## config.mk

```make
export PLATFORM = sky130hd
export DESIGN_NAME = change_dispenser
export DESIGN_NICKNAME = d
export VERILOG_FILES = /design/src/rtl/vend_pkg.sv /design/src/rtl/coin_select.sv /design/src/rtl/change_dispenser.sv
export SDC_FILE = /design/constraint.sdc
export NUM_CORES = 1
export LEC_CHECK = 0
export ABC_AREA = 0
export CAP_MARGIN = 15
export CORE_MARGIN = 1
export CORE_UTILIZATION = 56
export DETAILED_ROUTE_END_ITERATION = 12
export PLACE_DENSITY_LB_ADDON = 0.25
export SYNTH_ARGS = -nofsm -noshare
export SYNTH_HDL_FRONTEND = slang
export SYNTH_HIERARCHICAL = 1
export SYNTH_SLANG_ARGS = --single-unit
```

## constraint.sdc

```tcl
create_clock -name clk -period 6.9 [get_ports clk]
set_clock_uncertainty 0.15 [all_clocks]
set_input_delay 0.69 -clock clk [delete_from_list [all_inputs] [get_ports clk]]
set_output_delay 0.69 -clock clk [all_outputs]
set_load 0.03 [all_outputs]
```

## src/rtl/vend_pkg.sv

```systemverilog
// Shared vending types: coin one-hot encoding, coin values and dispenser states.
// Pure declarations, no logic.
package vend_pkg;

  typedef enum logic [2:0] {
    COIN_NONE = 3'b000,
    COIN_5    = 3'b001,
    COIN_10   = 3'b010,
    COIN_20   = 3'b100
  } coin_t;

  localparam logic [7:0] VAL_5  = 8'd5;
  localparam logic [7:0] VAL_10 = 8'd10;
  localparam logic [7:0] VAL_20 = 8'd20;

  typedef enum logic [2:0] {IDLE, LOAD, SEL, DISP, FIN, ERR} state_t;

  function automatic logic [7:0] coin_value(input logic [2:0] coin);
    case (coin)
      COIN_5:  coin_value = VAL_5;
      COIN_10: coin_value = VAL_10;
      COIN_20: coin_value = VAL_20;
      default: coin_value = 8'd0;
    endcase
  endfunction

endpackage

```

## src/rtl/coin_select.sv

```systemverilog
// Greedy picker: largest in-stock coin not exceeding the amount; zero latency.
// No handshake; none is set when no coin qualifies.
module coin_select
  import vend_pkg::*;
(
  input  logic [7:0] amount,
  input  logic [2:0] avail,
  output logic [2:0] coin,
  output logic       none
);

  always_comb begin
    coin = COIN_NONE;
    none = 1'b0;
    if (amount >= VAL_20 && avail[2])      coin = COIN_20;
    else if (amount >= VAL_10 && avail[1]) coin = COIN_10;
    else if (amount >= VAL_5 && avail[0])  coin = COIN_5;
    else                                   none = 1'b1;
  end

endmodule

```

## src/rtl/change_dispenser.sv

```systemverilog
// Pays change/refunds one coin at a time over valid/ack; coin_valid 3 cycles after trigger.
// CHANGE_INVENTORY_EN enables per-denomination stock tracking; otherwise supply is unlimited.
module change_dispenser
  import vend_pkg::*;
#(
  parameter int STOCK_W    = 6,
  parameter int STOCK_INIT = 8
) (
  input  logic       clk,
  input  logic       reset,
  input  logic       done,
  input  logic       end_trans,
  input  logic [7:0] sum_money,
  input  logic [7:0] price,
  input  logic       coin_ack,
  input  logic       refill,
  output logic [2:0] coin_out,
  output logic       coin_valid,
  output logic       busy,
  output logic       change_done,
  output logic       change_err,
  output logic [7:0] remain,
  output logic [2:0] stock_empty
);

  localparam logic [STOCK_W-1:0] INIT_V = STOCK_W'(STOCK_INIT);

  state_t     state, state_nxt;
  logic       trig_q, trig_done_q, ack_q;
  logic [7:0] sum_q, price_q;
  logic [7:0] amount, amount_nxt;
  logic [2:0] coin_q, coin_nxt;
  logic [2:0] avail, pick, dec;
  logic       pick_none;

  coin_select u_sel (
    .amount (amount),
    .avail  (avail),
    .coin   (pick),
    .none   (pick_none)
  );

  // Triggers are captured only in IDLE with nothing pending; ack only while a coin is offered.
  always_ff @(posedge clk) begin
    if (reset) begin
      trig_q      <= 1'b0;
      trig_done_q <= 1'b0;
      sum_q       <= '0;
      price_q     <= '0;
      ack_q       <= 1'b0;
    end else begin
      trig_q <= (state == IDLE) && !trig_q && (done || end_trans);
      if ((state == IDLE) && !trig_q) begin
        trig_done_q <= done;
        sum_q       <= sum_money;
        price_q     <= price;
      end
      ack_q <= coin_ack && (state == DISP) && !ack_q;
    end
  end

  always_comb begin
    state_nxt  = state;
    amount_nxt = amount;
    coin_nxt   = coin_q;
    dec        = '0;
    case (state)
      IDLE: if (trig_q) state_nxt = LOAD;
      LOAD: begin
        if (trig_done_q && (price_q > sum_q)) begin
          amount_nxt = '0;
          state_nxt  = ERR;
        end else begin
          amount_nxt = trig_done_q ? (sum_q - price_q) : sum_q;
          state_nxt  = SEL;
        end
      end
      SEL: begin
        if (amount == '0)   state_nxt = FIN;
        else if (pick_none) state_nxt = ERR;
        else begin
          coin_nxt  = pick;
          state_nxt = DISP;
        end
      end
      DISP: if (ack_q) begin
        amount_nxt = amount - coin_value(coin_q);
        dec        = coin_q;
        state_nxt  = SEL;
      end
      FIN, ERR: state_nxt = IDLE;
      default:  state_nxt = IDLE;
    endcase
  end

  always_ff @(posedge clk) begin
    if (reset) begin
      state       <= IDLE;
      amount      <= '0;
      coin_q      <= '0;
      coin_out    <= '0;
      coin_valid  <= 1'b0;
      busy        <= 1'b0;
      change_done <= 1'b0;
      change_err  <= 1'b0;
      remain      <= '0;
    end else begin
      state       <= state_nxt;
      amount      <= amount_nxt;
      coin_q      <= coin_nxt;
      coin_valid  <= (state_nxt == DISP);
      coin_out    <= (state_nxt == DISP) ? coin_nxt : 3'b000;
      busy        <= (state_nxt != IDLE);
      change_done <= (state_nxt == FIN);
      change_err  <= (state_nxt == ERR);
      if (state_nxt == LOAD || state_nxt == FIN) remain <= '0;
      else if (state_nxt == ERR)                 remain <= amount_nxt;
    end
  end

`ifdef CHANGE_INVENTORY_EN
  logic [STOCK_W-1:0] stock [3];

  // A decrement on the same edge as refill wins for its own denomination.
  always_ff @(posedge clk) begin
    for (int i = 0; i < 3; i++) begin
      if (reset)       stock[i] <= INIT_V;
      else if (dec[i]) stock[i] <= stock[i] - STOCK_W'(1);
      else if (refill) stock[i] <= INIT_V;
    end
  end

  always_comb begin
    avail = '0;
    for (int i = 0; i < 3; i++) avail[i] = |stock[i];
  end

  assign stock_empty = ~avail;
`else
  logic unused_cfg;

  assign avail       = 3'b111;
  assign stock_empty = 3'b000;
  assign unused_cfg  = ^{refill, INIT_V, dec};
`endif

endmodule

```

==> results of run 1 <==
## flip-flops by register name, indices dropped and copies added (netlist names)
name / count
state: 3
coin_valid: 1
coin_out: 3
sum_q: 8
busy: 1
price_q: 8
remain: 8
coin_q: 3
trig_q: 1
amount: 8
change_done: 1
change_err: 1
ack_q: 1
trig_done_q: 1
## placed cells by master, fill, tap and decap left out, types with 3 or more instances in the layout
| cell type | count |
|---|---|
| conb_1 | 10 |
| a22o_1 | 4 |
| o2bb2ai_1 | 9 |
| nor2_1 | 36 |
| ha_1 | 15 |
| clkbuf_8 | 6 |
| a21o_1 | 3 |
| mux2i_1 | 5 |
| clkdlybuf4s50_1 | 35 |
| inv_1 | 23 |
| nand2b_1 | 5 |
| a221oi_1 | 4 |
| dfxtp_1 | 48 |
| a21oi_1 | 27 |
| o21a_1 | 5 |
| and3_1 | 3 |
| nor3_1 | 5 |
| o21ai_0 | 13 |
| nand2_1 | 47 |
| nor4_2 | 3 |
| nor2b_1 | 6 |
| xnor2_1 | 3 |
## stage by stage
| stage | total power [uW] | cell area (um^2) | instances | setup WS [ns] | utilization [%] |
|---|---|---|---|---|---|
| 2_1_floorplan | 946 | 2720 | 334 | 4.50 | - |
| 6_report | 1320 | 3180 | 418 | 4.08 | 71.2 |
| 3_3_place_gp | 1090 | 3080 | 410 | 4.19 | 68.9 |
| 3_5_place_dp | 1120 | 3080 | 410 | 4.15 | 68.9 |
| 4_1_cts | 1310 | 3180 | 418 | 4.11 | 71.2 |
| 5_1_grt | 1420 | 3180 | 418 | 3.87 | 71.2 |
## critical path, stage by stage, from the launching register on
cell and delay (ns):
dfxtp_1 0.34, inv_1 0.06, ha_1 0.17, inv_1 0.06, fa_1 0.43, a211oi_2 0.34, o21ai_2 0.13, o211a_2 0.36
o31a_1 0.14, a311oi_1 0.40, o2bb2ai_1 0.12
## Yosys cell counts, types with 3 or more instances
library cell / instances / area (um^2)
a21o_1: 3 / 22.5
a21oi_1: 27 / 135
a221oi_1: 4 / 35.0
a22o_1: 4 / 35.0
and3_1: 3 / 18.8
buf_4: 3 / 22.5
clkbuf_1: 8 / 30.0
dfxtp_1: 48 / 961
ha_1: 15 / 188
inv_1: 23 / 86.3
mux2i_1: 5 / 50.1
nand2_1: 47 / 176
nand2b_1: 5 / 31.3
nor2_1: 36 / 135
nor2b_1: 6 / 37.5
nor3_1: 5 / 25.0
nor4_2: 3 / 37.5
o21a_1: 5 / 37.5
o21ai_0: 13 / 65.1
o2bb2ai_1: 9 / 78.8
xnor2_1: 3 / 26.3
## power by group through the flow
stage               logic, uW  registers [uW]  clock network [uW]
floorplan                 550             397                   0
global placement          689             406                   0
detailed placement        706             409                   0
CTS                       717             403                 188
global route              807             414                 201
finish                    722             405                 190
## logic make-up after synthesis
logic type,Yosys count,synth area share (%)
buffers and inverters,36,5.54
AOI/OAI and AO/OA,92,24.8
DFF,48,35.8
xor gates and xnor gates,3,0.978
adders and majority gates,17,8.48
other,2,0.280
and+or+nand+nor,122,21.9
muxes,6,2.28
## final cells by class
| cell class | instances | area [um^2] | share of cell area (%) |
|---|---|---|---|
| tap | 52 | 65.1 | 2.04 |
| multi-input combinational | 250 | 1610 | 50.5 |
| clock buffer | 6 | 82.6 | 2.59 |
| timing repair buffer | 37 | 365 | 11.5 |
| sequential | 48 | 961 | 30.2 |
| clock inverter | 2 | 17.5 | 0.550 |
| inverter | 23 | 86.3 | 2.71 |
## routing by layer
metal  routed length [um]  up-vias  share of wire (%)
met5                    0        -                  0
met4                   79        0                1.2
met3                  349        8                5.5
met2                 2900       72                 45
met1                 3080     1124                 48
li1                     -     1219                  -
## worst min path at each step
| stage | slack [ns] | cells after the start | endpoint | startpoint |
|---|---|---|---|---|
| finish | 0.31 | 2 | price_q[7] | price_q[7] |
| global route | 0.34 | 2 | price_q[0] | price_q[0] |
| CTS | 0.31 | 2 | price_q[7] | price_q[7] |
| detailed placement | 0.30 | 2 | price_q[7] | price_q[7] |
| global placement | 0.30 | 2 | price_q[4] | price_q[4] |
| floorplan | 0.29 | 2 | price_q[1] | price_q[1] |
==> impl_metrics.py, run 1 <==
metrics = {
    "run_status": {
        "outcome": "finished, violations left",
        "violations": "design-rule violations",
    },
    "worst_setup_path": {
        "crit_end": "remain[5]",
        "path_class": "reg2reg",
        "regToRegStartpoint": "sum_q[0]",
        "critPathCaptureType": "flip-flop",
        "worstSetupStartpointType": "flip-flop",
        "reg2reg_to": "remain[5]",
        "cp.required_ns": 6.94,
        "r2r_slack_ns": 4.08,
        "arrival_ns": 2.86,
        "reg2reg_depth": 10,
        "critPathLaunch": "sum_q[0]",
        "crit_fanout": 8,
    },
    "layout": {
        "antennaDiodeCount": 0,
        "layout-drive-gt1-share_pct": 6.28,
        "fin_nets": 404,
        "syn_to_final_growth_pct": 18.5,
        "fillCellCount": 353,
    },
    "power_and_ir_drop": {
        "p_sw_share_pct": 45.9,
        "internal_power_uw": 712,
        "switchingPower_uw": 604,
        "max-vdd-ir-drop_v": 0.000260,
        "power_frac_seq_pct": 30.8,
        "clockPowerShare_pct": 14.4,
        "leakage_uw": 0.00125,
        "powerDensity_nw_per_um2": 413,
        "combPwrFrac_pct": 54.8,
    },
    "cts": {
        "numCtsBuffers": 5,
        "clkLatencyLatePin_ns": 0.31,
        "hold_buffers": 0,
        "post_cts_buffers": 0,
        "cts_tree": "yes",
        "ctsRootBufferMaster": "clkbuf_8",
        "ctsLongestPathBuffers": 2,
        "htree_num_levels": 2,
        "path_clk_slew_ns": 0.09,
        "cts_resized": 0,
        "clock-sinks": 48,
    },
    "timing": {
        "hold_slack_ns": 0.308,
        "finalHoldViolCount": 0,
        "period_needed_ns": 2.82,
        "finalCritPeriodShare_pct": 40.8,
        "drv_slew": 0,
        "tightest_slew_ns": 0.690,
        "tns_ns": 0,
        "max_freq_mhz": 355,
        "rsz0062_at_grt": "no",
        "slew_headroom_pct": 53.5,
        "finalSetupViolations": 0,
    },
    "yosys": {
        "synth_edf_count": 0,
        "yosysUniqueCellTypes": 59,
        "avgSynthCellArea_um2": 8.24,
        "yosysWarnings": 6,
        "async_flop_share_pct": 0,
        "ys.flop_type": "dfxtp_1",
        "synth_seq_cells": 48,
        "syn_inst": 326,
        "yosysSeqAreaShare_pct": 35.8,
        "syn_area_um2": 2690,
    },
    "global_routing": {
        "grtUsageTotal_pct": 27.6,
        "use_met3_pct": 4.64,
        "grt_pass1_vias": 2300,
        "grt_max_degree": 38,
        "grt_pass1_wl_mm": 11.0,
        "met2_usage_pct": 43.5,
        "busiest_layer": "met2",
        "antenna_found_initial": 0,
        "grt_use_met1_pct": 39.2,
        "grt_overflow": 0,
    },
    "route": {
        "avgRoutedWirePerCell_um": 15.3,
        "drc_errors": 1,
        "vias": 2423,
        "via_per_inst": 5.80,
        "wl_mm": 6.40,
        "drt_pre_antenna_iters": 9,
        "antenna_left": 0,
        "initialDrtViolationCount": 215,
    },
    "job": {
        "drv_cap": 0,
    },
    "die": {
        "ios": 40,
        "core_area_um2": 4470,
        "die_area_um2": 5080,
        "fp.dieH_um": 71.3,
        "fp.dieW_um": 71.3,
        "initial_core_util_pct": 60.0,
        "rows": 24,
    },
    "placement": {
        "dp_hpwl_mm": 4.66,
        "finalWeightedCongestion": 0.859,
        "io_buffers": 35,
    },
    "hold_path": {
        "min-delay-path-class": "reg2reg",
    },
}
(Power assumes the default switching activity.)
==> inputs of run 2 (changes only) <==
--- a/config.mk
+++ b/config.mk
@@ -8,7 +8,7 @@
 export ABC_AREA = 0
 export CAP_MARGIN = 15
 export CORE_MARGIN = 1
-export CORE_UTILIZATION = 56
+export CORE_UTILIZATION = 54
 export DETAILED_ROUTE_END_ITERATION = 12
 export PLACE_DENSITY_LB_ADDON = 0.25
 export SYNTH_ARGS = -nofsm -noshare
==> constraint.sdc (replaced) <==
create_clock -name clk -period 2.8 [get_ports clk]
set_clock_uncertainty 0.15 [all_clocks]
set_input_delay 0.28 -clock clk [delete_from_list [all_inputs] [get_ports clk]]
set_output_delay 0.28 -clock clk [all_outputs]
set_load 0.03 [all_outputs]
==> run 2 against run 1 <==
Compared with the run above:
- the flow now finishes without violations
- design area is 2.0% higher
- combinational power grew to 2.6 times the previous value
- register-to-register slack got worse by 4.0 ns
- sequential share of layout area shrank 0.60 points
- global-route usage is 1.1 points lower
- clock power increased by 130%
- final cell count is 5.3% higher
- first-iteration DRC count increased by 0.47%
- routed wire length fell by 0.81%
- die area is 3.6% higher
- clock-buffer cell count is 1 lower
==> impl_metrics.py, run 2 (synthesis gave the netlist of run 1 again) <==
metrics = {
    "run_status": {
        "outcome": "finished, final reports clean",
    },
    "cts": {
        "ctsLongestPathBuffers": 2,
        "path_clk_slew_ns": 0.10,
        "ctsRootBufferMaster": "clkbuf_8",
        "clkLatencyLatePin_ns": 0.31,
        "numCtsBuffers": 5,
        "hold_buffers": 0,
        "htree_num_levels": 2,
        "clock-sinks": 48,
        "cts_tree": "yes",
    },
    "layout": {
        "multiInputGateArea_um2": 1610,
        "layout_common_cells": "dfxtp_1 (48), nand2_1 (47), nor2_1 (36), clkdlybuf4s50_1 (35), a21oi_1 (27)",
        "layout-drive-gt1-share_pct": 8.04,
        "syn_to_final_growth_pct": 21.0,
        "fin_area_um2": 3250,
        "seqCellArea_um2": 961,
        "fillCellCount": 400,
        "antennaDiodeCount": 0,
        "fin_nets": 411,
        "mostFrequentLayoutCell": "dfxtp_1",
    },
    "worst_setup_path": {
        "cp.required_ns": 2.86,
        "critPathCaptureType": "flip-flop",
        "worstSetupStartpointType": "flip-flop",
        "crit_fanout": 5,
        "path_class": "reg2reg",
        "arrival_ns": 2.73,
    },
    "global_routing": {
        "met2_usage_pct": 40.4,
        "use_met3_pct": 4.31,
        "grt_overflow": 0,
        "grt_max_degree": 21,
        "grt_pass1_wl_mm": 10.8,
        "grtUsageTotal_pct": 26.5,
        "antenna_found_initial": 0,
        "grt_pass1_vias": 2230,
        "grt_use_met1_pct": 39.2,
        "busiest_layer": "met2",
    },
    "die": {
        "initial_core_util_pct": 56.5,
        "die_area_um2": 5260,
        "fp.dieH_um": 72.5,
        "core_area_um2": 4750,
        "rows": 25,
        "fp.dieW_um": 72.5,
        "ios": 40,
    },
    "hold_path": {
        "min-delay-path-class": "reg2reg",
    },
    "route": {
        "initialDrtViolationCount": 216,
        "antenna_left": 0,
        "drt_pre_antenna_iters": 4,
        "drc_errors": 0,
        "vias": 2452,
        "via_per_inst": 5.57,
        "wl_mm": 6.35,
        "avgRoutedWirePerCell_um": 14.4,
    },
    "power_and_ir_drop": {
        "p_total_uw": 3290,
        "powerDensity_nw_per_um2": 1010,
        "leakage_uw": 0.00127,
        "max-vdd-ir-drop_v": 0.000665,
    },
    "timing": {
        "period_needed_ns": 2.67,
        "finalHoldViolCount": 0,
        "tns_ns": 0,
        "hold_slack_ns": 0.311,
        "rsz0062_at_grt": "no",
        "max_freq_mhz": 374,
        "drv_slew": 0,
        "finalSetupViolations": 0,
        "tightest_slew_ns": 0.665,
        "finalCritPeriodShare_pct": 95.5,
        "slew_headroom_pct": 55.2,
    },
    "placement": {
        "io_buffers": 35,
        "dp_hpwl_mm": 4.84,
        "finalWeightedCongestion": 0.868,
        "postPlaceCellArea_um2": 3140,
    },
    "job": {
        "drv_cap": 0,
    },
}
run 2: cell type report:
cell class / count / share of cell area [%]
Clock inverter: 3 / 0.770
Tap cell: 67 / 2.58
Clock buffer: 5 / 2.12
Sequential cell: 48 / 29.6
Multi-Input combinational cell: 250 / 49.4
Timing Repair Buffer: 44 / 12.9
Inverter: 23 / 2.66
run 2: critical path, stage by stage, from the launching register on:
cell and delay, ns:
dfxtp_1 0.34, inv_1 0.06, ha_1 0.17, inv_1 0.06
fa_1 0.43, a211oi_2 0.28, o21ai_2 0.12, a21o_1 0.20
a31oi_4 0.26, a2111oi_4 0.11, buf_4 0.18, a22o_1 0.22
run 2: where the power goes:
group	switching, uW	leakage (uW)	total (uW)	internal (uW)
Sequential	138	0.000391	972	834
Clock	258	0.0000452	441	182
Combinational	1100	0.000837	1870	773
Total	1500	0.00127	3290	1790
run 2: final timing paths:
path / start / end / slack [ns] / cells after the start
hold reg to reg: price_q[4] / price_q[4] / 0.31 / 2
setup / recovery: sum_q[0] / remain[4] / 0.13 / 11
setup reg to reg: sum_q[0] / remain[4] / 0.13 / 11
hold / removal: price_q[4] / price_q[4] / 0.31 / 2
run 2: repair_timing:
action                     in CTS  in global routing
gates resized for setup         0                  0
setup endpoints to repair       0                  8
setup buffers                   0                  2
run 2: metrics by stage:
stage	std cells	utilization [%]	setup WS (ns)
2_1_floorplan	334	-	0.405
3_3_place_gp	430	66.1	0.267
3_5_place_dp	430	66.1	0.211
4_1_cts	438	68.0	0.166
5_1_grt	440	68.3	0.00758
6_report	440	68.3	0.127
run 2: per-layer routing:
metal / up-vias / wire length (um)
met5: - / 0
met4: 0 / 60
met3: 7 / 299
met2: 58 / 2850
met1: 1155 / 3140
li1: 1232 / -
